==> config.mk <==
export PLATFORM = sky130hd
export DESIGN_NAME = serial_rx_framer
export DESIGN_NICKNAME = d
export VERILOG_FILES = /design/src/rtl/serial_rx_framer.sv
export SDC_FILE = /design/constraint.sdc
export NUM_CORES = 1
export LEC_CHECK = 0
export CAP_MARGIN = 20
export CORE_UTILIZATION = 45
export DETAILED_ROUTE_END_ITERATION = 6
export PLACE_DENSITY_LB_ADDON = 0.15
export SLEW_MARGIN = 0
export SYNTH_ARGS = -nofsm -noshare
export SYNTH_HDL_FRONTEND = slang
export SYNTH_SLANG_ARGS = --single-unit
export TNS_END_PERCENT = 5
==> constraint.sdc <==
create_clock -name clk -period 3.2 [get_ports clk]
set_input_delay 0.64 -clock clk [delete_from_list [all_inputs] [get_ports clk]]
set_output_delay 0.64 -clock clk [all_outputs]
set_load 0.01 [all_outputs]
==> src/rtl/serial_rx_framer.sv <==
// rtl/serial_rx_framer.sv - oversampling 8N1 serial receiver with framing/overrun flags
module serial_rx_framer #(
  parameter int DATA_BITS   = 8,
  parameter int OVERSAMPLE  = 16,
  parameter int SYNC_STAGES = 2
) (
  input  logic                 clk,
  input  logic                 reset,
  input  logic                 os_tick,
  input  logic                 rx,
  input  logic                 rd_ack,
  output logic [DATA_BITS-1:0] rx_data,
  output logic                 rx_full,
  output logic                 rx_busy,
  output logic                 framing_err,
  output logic                 overrun
);

  localparam int CW  = $clog2(OVERSAMPLE);
  localparam int BW  = (DATA_BITS > 1) ? $clog2(DATA_BITS) : 1;
  localparam int MID = OVERSAMPLE / 2;

  typedef enum logic [1:0] {IDLE, START, DATA, STOP} state_t;

  state_t                 state, state_next;
  logic [SYNC_STAGES-1:0] sync_q;
  logic                   rx_s;
  logic [CW-1:0]          sample_cnt;
  logic [BW-1:0]          bit_cnt;
  logic                   samp_a, samp_b, vote;
  logic                   at_vote, at_end, bit_last;
  logic                   frame_good, frame_bad;
  logic [DATA_BITS-1:0]   shreg;

  assign rx_s     = sync_q[SYNC_STAGES-1];
  // The third vote sample is the live rx_s, so every mid-bit decision is taken one count past centre.
  assign vote     = (samp_a & samp_b) | (samp_a & rx_s) | (samp_b & rx_s);
  assign at_vote  = os_tick && (sample_cnt == CW'(MID + 1));
  assign at_end   = os_tick && (sample_cnt == CW'(OVERSAMPLE - 1));
  assign bit_last = (bit_cnt == BW'(DATA_BITS - 1));
  assign rx_busy  = (state != IDLE);

  // Input synchronizer; idles high so reset does not look like a start edge.
  always_ff @(posedge clk or negedge reset) begin
    if (!reset) sync_q <= '1;
    else        sync_q <= {sync_q[SYNC_STAGES-2:0], rx};
  end

  // FSM state register.
  always_ff @(posedge clk or negedge reset) begin
    if (!reset) state <= IDLE;
    else        state <= state_next;
  end

  // Next-state logic and frame-completion strobes.
  always_comb begin
    state_next = state;
    frame_good = 1'b0;
    frame_bad  = 1'b0;
    case (state)
      IDLE:  if (os_tick && !rx_s) state_next = START;
      START: begin
        if (at_vote && vote) state_next = IDLE;
        else if (at_end)     state_next = DATA;
      end
      DATA:  if (at_end && bit_last) state_next = STOP;
      STOP: begin
        if (at_vote) begin
          state_next = IDLE;
          frame_good = vote;
          frame_bad  = !vote;
        end
      end
      default: state_next = IDLE;
    endcase
  end

  // Sample counter runs only while framing; IDLE holds it at zero so START begins at count 0.
  always_ff @(posedge clk or negedge reset) begin
    if (!reset)              sample_cnt <= '0;
    else if (state == IDLE)  sample_cnt <= '0;
    else if (at_end)         sample_cnt <= '0;
    else if (os_tick)        sample_cnt <= sample_cnt + 1'b1;
  end

  // Bit counter advances at the end of each data bit period.
  always_ff @(posedge clk or negedge reset) begin
    if (!reset)              bit_cnt <= '0;
    else if (state != DATA)  bit_cnt <= '0;
    else if (at_end)         bit_cnt <= bit_cnt + 1'b1;
  end

  // First two majority samples, captured just before and at the bit centre.
  always_ff @(posedge clk or negedge reset) begin
    if (!reset) begin
      samp_a <= 1'b1;
      samp_b <= 1'b1;
    end else if (os_tick) begin
      if (sample_cnt == CW'(MID - 1)) samp_a <= rx_s;
      if (sample_cnt == CW'(MID))     samp_b <= rx_s;
    end
  end

  // Data bits arrive LSB first, so each vote enters at the MSB and shifts down.
  always_ff @(posedge clk or negedge reset) begin
    if (!reset)                       shreg <= '0;
    else if (state == DATA && at_vote) shreg <= {vote, shreg[DATA_BITS-1:1]};
  end

  // Output register and flags; a completing frame takes priority over a same-cycle rd_ack.
  always_ff @(posedge clk or negedge reset) begin
    if (!reset) begin
      rx_data     <= '0;
      rx_full     <= 1'b0;
      framing_err <= 1'b0;
      overrun     <= 1'b0;
    end else begin
      if (frame_good) begin
        rx_data <= shreg;
        rx_full <= 1'b1;
        if (rx_full && !rd_ack) overrun <= 1'b1;
      end else if (rd_ack) begin
        rx_full <= 1'b0;
      end
      if (frame_bad) framing_err <= 1'b1;
    end
  end

endmodule

# == Word level (Yosys, flattened, before mapping) ==
# Index checks and enable logic that the tools add are counted.
# word_totals
regBits,32
out_inout_bits,12
wordCells,67
# op_classes
addsub,2
n_eq_ne,13
n_mux,17
n_bitwise,5
reduce_logical,19
# op_table
operator,n
"== test 4 bit, second input constant",3
2-to-1 mux 4 bit,3
2-to-1 mux 2 bit,5
"!= test 2 bit, second input constant",4
one-hot mux 2 bit (4 select lines),1
logical AND 1 bit,7
2-to-1 mux 1 bit,6
2-to-1 mux 3 bit,2
AND reduction 2 bit,3
nonzero test 2 bit,3
"adder 4 x 1 -> 4 bit, second input constant",1
"== test 2 bit, second input constant",2
"== test 4 x 3 -> 1 bit, second input constant",1
AND reduction 4 bit,1
"adder 3 x 1 -> 3 bit, second input constant",1
AND 1 bit,3
"== test 3 bit, second input constant",1
zero test 1 bit,3
"!= test 3 bit, second input constant",1
nonzero test 3 bit,1
"== test 2 x 1 -> 1 bit, second input constant",1
zero test 2 bit,1
OR 1 bit,2

# == Depth between registers and ports, before layout ==
# logic_depth
word_depth,6
mapped_depth,6
mapped_depth_nobuf,5

# == Worst setup path after synthesis ==
# No wires, ideal clock.
# synth_timing
kind,input-to-reg
start,input os_tick
end,register shreg[0]
setup_ns,0.125
arrival_time_ns,1.509
setup_slack_ns,1.566
stages,4
path_buffers,1
cell_sequence,and4b_4 and3b_1 buf_6 mux2_2
# synth_between
elab_chain_len,2
# synth_lines
element,line,text
"start, declared",9,"input logic os_tick,"
logical AND 1 bit,38,assign at_vote = os_tick && (sample_cnt == CW'(MID + 1));
logical AND 1 bit,107,"else if (state == DATA && at_vote) shreg <= {vote, shreg[DATA_BITS-1:1]};"
"end signal, assigned",107,
"end, declared",33,logic [DATA_BITS-1:0] shreg;
# Every way passes these cells.
# A chain may end at the register's enable or synchronous reset.

==> results.toml <==
[worst_setup_path]
crit_path_end_kind = "output pin"
crit_chain = "nor2_1 > inv_1 > clkdlybuf4s50_1"
slowest_stage = "dfrtp_1"
reg2reg_from = "sample_cnt[1]$_DFFE_PN0P_"
crit_arrival_ns = 1.70
reg2reg_depth = 5
critPathRequiredTime_ns = 2.56
cp_max_fo = 10
r2r-end = "shreg[5]$_DFFE_PN0P_"
cpPeakStageDelay_ns = 0.50
reg2reg_slack_ns = 1.40
worstSetupPathType = "flip-flop to output pin"
start_kind = "flip-flop"

[clocking]
cts_max_level = 2
clock_sinks = 32
insertion_delay_ns = 0.32
tritoncts = "done"
cts_buffers = 5
clk_pin_slew_ns = 0.10
clockBufferDepth = 2
ctsHoldBuffers = 0
clockRootBuffer = "clkbuf_4"
cts_setup_buffers = 0
cts_resized = 0

[cells_and_area]
fin_nets = 137
final_util_pct = 54.6
drive_gt1_share_pct = 25.2
n_antenna_cell = 0
syn2layout_area_growth_pct = 16.0

[sta]
final-hold-violation-count = 0
whs_ns = 0.365
setup_viol = 0
finalSetupTns_ns = 0
period_needed_ns = 2.34
worstMarginPinSlew_ns = 0.387
fmax_mhz = 428
skew_ns = 0.0110
relSlewSlack_pct = 74.2
slew_violations = 0
post-route-period-util_pct = 73.0
rsz0062_at_grt = "false"
layout_setup_ws_ns = 0.862

[synth]
yosysTopAreaCell = "dfrtp_1"
synth_area_leaders = "dfrtp_1 (49%), mux2_2 (13%), dfstp_2 (7.4%)"
synth_seq_area_share_pct = 56.5
syn_inst = 109
synthDistinctLibCells = 32
ys.warnings.count = 0
synth_edf_count = 0
ys_ff_latch = 32
synth_area_sq_mm = 0.00143
yosysMostFrequentCell = "dfrtp_1"
syn_area_per_cell_sq_um = 13.1
yosys-top-cells-count = "dfrtp_1 (28), mux2_2 (17), nor2_1 (7), a21oi_1 (6), nand2_1 (6)"
synth_top_area_share_pct = 49.2
synth_fp_nets = 119
synthFlopType = "dfrtp_1"
synth-async-reset-ratio_pct = 100

[grt]
grt_max_degree = 33
grt_pass1_vias = 802
antenna_found_initial = 0
grt_usage_pct = 14.6
globalRoute.totalOverflow = 0
grt_pass1_wl_microns = 3560

[power]
ir_worst_vdd_v = 0.000304
switching_share_pct = 30.5
powerDensity_mw_per_mm2 = 564
internal-power_mw = 0.649
switchingPower_mw = 0.284
power.share.combinational_pct = 20.8
p_leak_nw = 0.764
pwr-share-clk_pct = 21.6
total_power_mw = 0.933
p_seq_share_pct = 57.6

[route]
drtAntennaViolNets = 0
wl_per_cell_microns = 11.6
via_count = 834
drc = 0
drt_iter0_markers = 8
vias_per_cell = 4.88
wirelength_microns = 1990
drtPass1Iterations = 2

[worst_hold_path]
hold_end = "sync_q[1]$_DFF_PN1_"
hp-class = "flip-flop to flip-flop"
min_path_cells = 0
hold_path_startpoint = "sync_q[0]$_DFF_PN1_"

[outcome]
status = "finished clean"

[placed_design]
pre_cts_ws_ns = 0.628
gp_congestion = 0.768
portBuffers = 16
place_hpwl_microns = 1390

[flow_run]
drv_cap = 0

[floorplanning]
core-area_sq_mm = 0.00303
io_pins = 17
start_util_pct = 47.1
die-width_microns = 58.3
die_h_microns = 58.3
dieArea_sq_mm = 0.00340
rows = 20
## power by group through the flow
stage | Sequential, mW | Combinational (mW) | Clock (mW)
after floorplan | 0.507 | 0.179 | 0
after global placement | 0.543 | 0.195 | 0
after detailed placement | 0.545 | 0.199 | 0
after CTS | 0.538 | 0.199 | 0.215
after global routing | 0.553 | 0.220 | 0.233
final | 0.538 | 0.194 | 0.201
## worst max-delay path by stage
stage	depth (start not counted)	start	to	slack [ns]
after detailed placement	4	os_tick	shreg[5]$_DFFE_PN0P_	0.63
final	3	flip-flop	rx_busy	0.86
after global routing	3	flip-flop	rx_busy	0.74
after floorplan	4	os_tick	shreg[0]$_DFFE_PN0P_	1.57
after global placement	4	os_tick	shreg[1]$_DFFE_PN0P_	0.68
after CTS	3	flip-flop	rx_busy	0.84
## sequential cells by signal (all words and copies together) (netlist names), named ones only
register and flops:
samp_b 1, framing_err 1, overrun 1, samp_a 1, bit_cnt 3, rx_data 8
sync_q 2, sample_cnt 4, rx_full 1, state 1, shreg 8
## through the flow
stage                     instance area [sq um]  std cells
final                                      1650        171
after global placement                     1610        164
after detailed placement                   1610        164
after CTS                                  1650        171
after global routing                       1650        171
after floorplan                            1430        109
## logic make-up (layout without fill, tap and decap cells)
kind of cell,Yosys count,count (layout),share of synthesized area [%]
flip-flops,32,32,56.5
XOR/XNOR,2,2,1.23
adder cells (fa/ha/maj),6,6,5.18
AO/OA/AOI/OAI,10,10,4.48
multiplexers,19,19,14.9
AND/OR/NAND/NOR,31,31,14.0
buffers and inverters,9,27,3.69
## metal layers
layer / part of all wire (%) / global-route usage [%] / routed length (microns) / vias up
met3: 3.1 / 4.69 / 61 / 4
met1: 51 / 19.0 / 1010 / 400
met4: 1.4 / 8.16 / 27 / 0
met5: 0 / 0 / 0 / -
li1: - / - / - / 418
met2: 45 / 21.5 / 885 / 12
## cell usage in the layout (no fill, tap or decap)
| cell | instances |
|---|---|
| a21oi_1 | 6 |
| a32o_1 | 1 |
| a41oi_1 | 1 |
| and3_1 | 1 |
| and3b_1 | 1 |
| and4_1 | 1 |
| and4b_4 | 1 |
| buf_4 | 1 |
| clkbuf_1 | 1 |
| clkbuf_4 | 5 |
| clkdlybuf4s50_1 | 16 |
| clkinv_2 | 1 |
| dfrtp_1 | 28 |
| dfstp_2 | 4 |
| ha_1 | 5 |
| inv_1 | 3 |
| maj3_2 | 1 |
| mux2_1 | 1 |
| mux2_2 | 17 |
| mux2i_1 | 1 |
| nand2_1 | 6 |
| nand2b_1 | 3 |
| nand3_1 | 3 |
| nand4_1 | 1 |
| nand4_4 | 1 |
| nand4b_1 | 2 |
| nor2_1 | 7 |
| nor3_1 | 1 |
| nor3b_1 | 1 |
| nor4_2 | 1 |
| o21bai_1 | 2 |
| or3b_1 | 1 |
| xnor2_1 | 1 |
| xor2_1 | 1 |
## final cells by class
| class | count | area (sq um) |
|---|---|---|
| timing repair buffer | 17 | 168 |
| clock buffer | 6 | 41.3 |
| tap | 44 | 55.1 |
| sequential | 32 | 806 |
| clock inverter | 1 | 5.00 |
| multi-input combinational | 68 | 567 |
| inverter | 3 | 11.3 |
| fill | 266 | 1380 |
## critical path, delay by kind of cell, from the launching register on
kind | cells | cell delay, ns
AND/OR/NAND/NOR | 1 | 0.33
flip-flops | 1 | 0.50
buffers and inverters | 2 | 0.55
Note: power is estimated with default switching activity, not from simulation.
